## config.mk

```make
export PLATFORM = sky130hd
export DESIGN_NAME = hsi_line_bank
export DESIGN_NICKNAME = d
export VERILOG_FILES = /design/src/rtl/hsi_line_pkg.sv /design/src/rtl/hsi_line_ch.sv /design/src/rtl/hsi_line_bank.sv
export SDC_FILE = /design/constraint.sdc
export NUM_CORES = 1
export LEC_CHECK = 0
export ABC_AREA = 1
export CORE_MARGIN = 5
export CORE_UTILIZATION = 40
export CTS_BUF_LIST = sky130_fd_sc_hd__clkbuf_8
export DETAILED_ROUTE_END_ITERATION = 8
export GPL_TIMING_DRIVEN = 1
export PLACE_DENSITY = 0.67
export SETUP_SLACK_MARGIN = 0.4
export SYNTH_ARGS = -nofsm -noshare
export SYNTH_HDL_FRONTEND = slang
export SYNTH_SLANG_ARGS = --single-unit
export TNS_END_PERCENT = 1
```

## constraint.sdc

```tcl
create_clock -name clk -period 2.3 [get_ports clk]
set_input_delay 0.46 -clock clk [delete_from_list [all_inputs] [get_ports clk]]
set_output_delay 0.46 -clock clk [all_outputs]
set_load 0.02 [all_outputs]
```

## src/rtl/hsi_line_pkg.sv

```systemverilog
// hsi_line_pkg: shared state type and pin/counter constants for the HSI line controllers
package hsi_line_pkg;
  typedef enum logic [2:0] {OFF, RX, PRE, TX, POST} line_st_t;
  localparam logic D_IDLE = 1'b1;
  localparam logic D_SAFE = 1'b0;
  localparam logic NRE_SAFE = 1'b1;
  localparam int GW = 8;
  localparam int FW = 4;
endpackage

```

## src/rtl/hsi_line_ch.sv

```systemverilog
// hsi_line_ch: one half-duplex RS-485 line controller with guarded turnaround and filtered receive
module hsi_line_ch
  import hsi_line_pkg::*;
#(
  parameter int GUARD_PRE = 4,
  parameter int GUARD_POST = 4,
  parameter int FILT_LEN = 3
) (
  input  logic clk,
  input  logic n_rst,
  input  logic en,
  input  logic tx_req,
  input  logic tx_d,
  output logic tx_gnt,
  output logic rx_q,
  output logic rx_vld,
  input  logic line_r,
  output logic line_d,
  output logic line_de,
  output logic line_nre
);
  line_st_t st, nxt;
  logic [GW-1:0] g, g_nxt;
  logic [FW-1:0] run, run_nxt;
  logic s1, s2, smp, act, same, hit;
  always_comb begin
    nxt = st;
    g_nxt = (g > GW'(1)) ? g - 1'b1 : g;
    case (st)
      OFF: nxt = RX;
      RX: if (tx_req) begin
        nxt = PRE;
        g_nxt = GW'(GUARD_PRE);
      end
      PRE: nxt = (g == GW'(1)) ? TX : PRE;
      TX: if (!tx_req) begin
        nxt = POST;
        g_nxt = GW'(GUARD_POST);
      end
      POST: nxt = tx_req ? TX : (g == GW'(1)) ? RX : POST;
      default: nxt = OFF;
    endcase
    if (!en) nxt = OFF;
  end
  // pins are registered from the next state so they change on the same edge as the FSM
  always_ff @(posedge clk or negedge n_rst)
    if (!n_rst) begin
      st <= OFF;
      g <= '0;
      line_d <= D_SAFE;
      line_de <= 1'b0;
      line_nre <= NRE_SAFE;
      tx_gnt <= 1'b0;
    end else begin
      st <= nxt;
      g <= g_nxt;
      line_d <= (nxt == OFF) ? D_SAFE : (nxt == TX) ? tx_d : D_IDLE;
      line_de <= (nxt == PRE) || (nxt == TX) || (nxt == POST);
      line_nre <= (nxt == RX) ? 1'b0 : NRE_SAFE;
      tx_gnt <= (nxt == TX);
    end
  // filter only runs while the channel stays in RX; run counts equal samples, saturating
  assign act = (st == RX) && (nxt == RX);
  assign same = (run != '0) && (s2 == smp);
  assign run_nxt = same ? ((run == FW'(FILT_LEN)) ? run : run + 1'b1) : FW'(1);
  assign hit = (run_nxt == FW'(FILT_LEN));
  always_ff @(posedge clk or negedge n_rst)
    if (!n_rst) begin
      s1 <= 1'b1;
      s2 <= 1'b1;
      smp <= 1'b1;
      run <= '0;
      rx_q <= 1'b1;
      rx_vld <= 1'b0;
    end else begin
      s1 <= line_r;
      s2 <= s1;
      if (!act) begin
        run <= '0;
        rx_q <= 1'b1;
        rx_vld <= 1'b0;
      end else begin
        run <= run_nxt;
        smp <= s2;
        if (hit) begin
          rx_q <= s2;
          rx_vld <= 1'b1;
        end
      end
    end
endmodule

```

## src/rtl/hsi_line_bank.sv

```systemverilog
// hsi_line_bank: bank of independent RS-485 line controllers for the HSI transceiver channels
module hsi_line_bank
  import hsi_line_pkg::*;
#(
  parameter int CH_N = 22,
  parameter int GUARD_PRE = 4,
  parameter int GUARD_POST = 4,
  parameter int FILT_LEN = 3
) (
  input  logic            clk,
  input  logic            n_rst,
  input  logic [CH_N-1:0] en,
  input  logic [CH_N-1:0] tx_req,
  input  logic [CH_N-1:0] tx_d,
  output logic [CH_N-1:0] tx_gnt,
  output logic [CH_N-1:0] rx_q,
  output logic [CH_N-1:0] rx_vld,
  input  logic [CH_N-1:0] line_r,
  output logic [CH_N-1:0] line_d,
  output logic [CH_N-1:0] line_de,
  output logic [CH_N-1:0] line_nre
);
  for (genvar i = 0; i < CH_N; i++) begin : g_ch
    hsi_line_ch #(
      .GUARD_PRE(GUARD_PRE),
      .GUARD_POST(GUARD_POST),
      .FILT_LEN(FILT_LEN)
    ) u_ch (
      .clk(clk),
      .n_rst(n_rst),
      .en(en[i]),
      .tx_req(tx_req[i]),
      .tx_d(tx_d[i]),
      .tx_gnt(tx_gnt[i]),
      .rx_q(rx_q[i]),
      .rx_vld(rx_vld[i]),
      .line_r(line_r[i]),
      .line_d(line_d[i]),
      .line_de(line_de[i]),
      .line_nre(line_nre[i])
    );
  end
endmodule

```

# Word-level counts from Yosys, hierarchy flattened
# Cells that the tools add are included.
# classes
magnitude_cmp,22
n_reduce_logical,154
eq_ne,286
addsub,44
n_mux,462
# op_table
op,n
$mux 8,66
$pmux 8 s2,22
$mux 3,110
$pmux 3 s5,22
$eq 3x2->1 const B,88
$mux 4,66
$eq 4x2->1 const B,44
$eq 8x1->1 const B,22
$gt 8x1->1 const B,22
$mux 1,176
$sub 8x1->8 const B,22
$eq 3x1->1 const B,44
$eq 3x3->1 const B,44
$logic_not 3->1,44
$add 4x1->4 const B,22
$reduce_bool 4->1,22
$logic_and 1x1->1,44
$logic_or 1x1->1,44
$ne 2x2->1 const B,22
$eq 1x1->1,22
# totals
in_bits,90
regBits,528
elab_cells,1232

# Logic depth before layout (Yosys ltp)
# depth
depth_word,8
ltp_mapped,12
mapped_depth_nobuf,12

# Modules after synthesis
# A second synthesis with hierarchy kept.
# hier_totals
hier_cells,3089
hier_area_um2,27590.2
# modules_own_cells
mod,cells_each,n_inst,area_per_inst_um2
hsi_line_ch at g_ch[0].u_ch ...,138,12,1262.5
hsi_line_ch at g_ch[21].u_ch ...,142,8,1234.9
hsi_line_ch at g_ch[9].u_ch,153,1,1302.5
hsi_line_ch at g_ch[14].u_ch,144,1,1258.7

# Worst setup path before layout
# No wires, ideal clock.
# synth_timing
path_kind,flip-flop to flip-flop
startpoint,register g_ch[9].u_ch.g[0]
endpoint,register g_ch[9].u_ch.g[5]
path_buffers,0
t_arrival_ns,1.351
setup_slack_ns,0.831
stages_incl_launch_ff,8
t_required_ns,2.182
cell_sequence,dfrtp_1 > inv_1 > ha_1 > o211ai_2 > nand3_2 > nor2_2 > xor2_1 > nor2_1
# synth_via
elab_chain_cells,4
elab_cells_between_ends,6
# synth_rtl
element,line,text
"start, declared",hsi_line_ch.sv:23,"logic [GW-1:0] g, g_nxt;"
"start signal, assigned",hsi_line_ch.sv:56,g <= g_nxt;
$sub 8x1->8 or $gt 8x1->1 (tied branches),hsi_line_ch.sv:28,g_nxt = (g > GW'(1)) ? g - 1'b1 : g;
$mux 8 (*),hsi_line_ch.sv:28,
$mux 8 (on tied branches),"hsi_line_ch.sv:36, hsi_line_ch.sv:31",
$pmux 8 s2 (*),hsi_line_ch.sv:29,case (st)
named net g_ch[9].u_ch.g_nxt[5],hsi_line_ch.sv:23,
# The timed path passes the listed nets; every way through them passes the cells marked *.
# A chain may end at the register's enable or synchronous reset.

# Worst setup path in the final report
# layout_timing
startpoint,register g_ch[16].u_ch.rx_vld
endpoint,output port rx_vld[16]
# layout_lines
element,line,text
"start, declared",hsi_line_ch.sv:16,"output logic rx_vld,"
"start signal, assigned",hsi_line_ch.sv:74,rx_vld <= 1'b0;
"start signal, assigned",hsi_line_ch.sv:81,rx_vld <= 1'b0;
"start signal, assigned",hsi_line_ch.sv:87,rx_vld <= 1'b1;
"end, declared",hsi_line_bank.sv:17,"output logic [CH_N-1:0] rx_vld,"
# No word-level cell between the ends.

==> results.cfg <==
[global_routing]
antenna_found_initial = 1
first_global_vias = 20800
grt_max_degree = 83
grt_usage = 0.138
grt-ovfl-total = 0
grt_pass1_wl_um = 90800

[logic_synthesis]
synthesis.area_mm2 = 0.0281
ys_seq_area_frac = 0.475
synth_edf_count = 0
yosysWarnings = 0
ys_types = 38
synth_nets = 3580
netlist_top_cells_area = dfrtp_1 (37%), dfstp_2 (10%), nand2_1 (9.0%)
yosys.area.top_type_share = 0.372
syn_inst = 3402
synth_top_area_cell = dfrtp_1
syn_area_per_cell_um2 = 8.26
async_flop_share = 1.00
yosys_most_used_dff = dfrtp_1
ys_ff_latch = 528

[setup_path]
slowest_delay_ps = 600
path_cells = clkdlybuf4s50_1
crit_family = buffers and inverters
slowest_stage = clkdlybuf4s50_1
cp_num_buf_inv = 1
path_max_fanout = 2
startpoint_type = flip-flop
worst-setup-path-type = reg2out
cp-end-kind = output port
crit_required_ps = 1840
crit_arrival_ps = 1600

[clock_tree]
cts_tree = built
h-tree-depth = 3
cts_sinks = 528
cts_made_buffers = 95
clk_latency_ps = 670
cts.reportedPaths.clkPinSlew_ps = 60
cts_buffer_depth = 3
cts_root_buf = clkbuf_8

[sta]
slew_viol_final = 0
fin_skew_ps = 23.5
worstMarginPinSlew_ps = 449
fmax_mhz = 484
hold_violations = 0
setup_viol_count_final = 0
tns_ps = 0
fin_crit_sh = 0.898
fin_crit_ps = 2060
slew-limit-headroom = 0.701
grt_setup_unrepaired = true
hold_slack_ps = 198

[finish]
synthToLayoutAreaGrowth_pct = 16.6
final_cells = 4639
drive_above_1_share = 0.141
nFillCells = 6772
utilization = 0.469
final_common_cell = nand2_1
nets = 3794
seq_area_mm2 = 0.0134
multi_input_comb_area_mm2 = 0.0113
layout_common_cells = nand2_1 (676), inv_1 (655), dfrtp_1 (418)

[floorplan]
die_area_mm2 = 0.0756
rows = 97
pin_count = 222
fp.dieW_um = 275
initial_utilization = 0.402
core_mm2 = 0.0699
die_h_um = 275

[detailed_routing]
wirelength_um = 51100
drt.antenna.violating_nets = 0
detail_route.iter0.violations = 865
vias = 20700
routed_via_density = 4.46
drc = 0
dr.pass1.iters = 5
wl_per_cell_um = 11.0

[placed_design]
dp_hpwl_um = 37800
gp_congestion = 0.819
io_buffers = 221
place_inst = 4458

[power_and_ir_drop]
cellPowerDensity_mw_per_mm2 = 931
p_leak_nw = 17.1
peakVddDrop_uv = 557

[job]
cap_violations = 0

[run_status]
status = complete, no violations

[hold_path]
hp-class = in2reg
-- final timing paths --
check	startpoint	endpoint	slack, ps	cells past startpoint
max	g_ch[16].u_ch.rx_vld$_DFFE_PN0P_	rx_vld[16]	240	1
min	line_r[12]	g_ch[12].u_ch.s1$_DFF_PN1_	200	1
max reg2reg	g_ch[19].u_ch.g[1]$_DFF_PN0_	g_ch[19].u_ch.smp$_DFFE_PN1P_	630	10
min reg2reg	g_ch[9].u_ch.s1$_DFF_PN1_	g_ch[9].u_ch.s2$_DFF_PN1_	350	0
max in group asynchronous	n_rst	g_ch[8].u_ch.line_nre$_DFF_PN1_	1120	4
min in group asynchronous	n_rst	g_ch[9].u_ch.run[2]$_DFF_PN0_	300	2
-- cell families (layout without fill, tap and decap cells) --
group	count (synthesis)	in the layout	synth area share
compound gates	423	423	0.0843
simple gates	1458	1458	0.241
other cells	0	1	0
buf+inv	783	1079	0.122
flops	528	528	0.475
fa+ha+maj	88	88	0.0392
xor+xnor	122	122	0.0386
-- area by class of cell --
class | count | share of cell area
repair buffers | 249 | 0.0757
diodes | 1 | 0.0000764
inverters | 651 | 0.0746
clock buffers | 121 | 0.0508
flip-flops and latches | 528 | 0.408
clock inverters | 58 | 0.00986
multi-input cells | 2091 | 0.345
well taps | 940 | 0.0359
-- where the power goes --
part	internal [mW]	switching, mW
Sequential	11.2	1.10
Combinational	3.44	5.85
Clock	4.97	3.93
-- what timing repair did --
item                                   CTS  global route
gates resized for setup                 72             1
setup endpoints to repair              132           131
hold buffers                             1             0
setup buffers                            0             0
endpoints found under the hold margin  111             0
-- registers in the layout, summed over array words and instances, names as in the netlist --
register / cells
g_ch.u_ch.rx_q: 22
g_ch.u_ch.line_de: 22
g_ch.u_ch.g: 176
g_ch.u_ch.line_d: 22
g_ch.u_ch.rx_vld: 22
g_ch.u_ch.st: 66
g_ch.u_ch.s1: 22
g_ch.u_ch.tx_gnt: 22
g_ch.u_ch.s2: 22
g_ch.u_ch.line_nre: 22
g_ch.u_ch.smp: 22
g_ch.u_ch.run: 88
-- stage by stage --
| step | power [mW] | setup slack [ps] | area [um^2] |
|---|---|---|---|
| 5_1_grt | 33.2 | 130 | 32800 |
| 4_1_cts | 31.1 | 138 | 32700 |
| 3_3_place_gp | 21.6 | 418 | 30800 |
| 2_1_floorplan | 19.8 | 831 | 28100 |
| 3_5_place_dp | 21.9 | 335 | 30800 |
| 6_report | 30.5 | 235 | 32800 |
-- cells in the mapped netlist, types with 2 or more instances --
library cell,count
o21bai_1,5
o21ai_0,172
o21ai_1,37
nand2_1,676
nand3_1,124
o31ai_1,2
a21oi_2,4
a21oi_1,142
inv_2,34
o21a_1,19
nor3_1,44
buf_4,132
xor2_1,78
nor2_1,398
nor3_2,21
nor2_2,52
o22ai_1,7
nor2_4,12
nand2_2,52
dfstp_2,110
nor4_1,7
o211ai_1,8
ha_1,88
o21ai_4,6
xnor2_1,42
xnor2_2,2
nand4_2,2
dfrtp_1,418
nand4_1,27
nand3_2,22
a211oi_1,3
o21ai_2,15
inv_1,617
nand4_4,20
-- routing by layer --
| metal | vias to the layer above | GRT usage | wire (um) |
|---|---|---|---|
| met1 | 9456 | 0.179 | 24000 |
| met2 | 267 | 0.232 | 23600 |
| met4 | 0 | 0.0445 | 1160 |
| li1 | 10900 | - | - |
| met5 | - | 0 | 0 |
| met3 | 83 | 0.0297 | 2350 |
-- worst register-to-register path: cells and delay by family, from the launching register on --
| family | cells | cell delay, ps |
|---|---|---|
| AO/OA/AOI/OAI | 1 | 210 |
| adder cells (fa/ha/maj) | 1 | 170 |
| buffers and inverters | 2 | 120 |
| flip-flops | 1 | 390 |
| AND/OR/NAND/NOR | 6 | 700 |
Note: power is estimated with default switching activity, not from simulation.
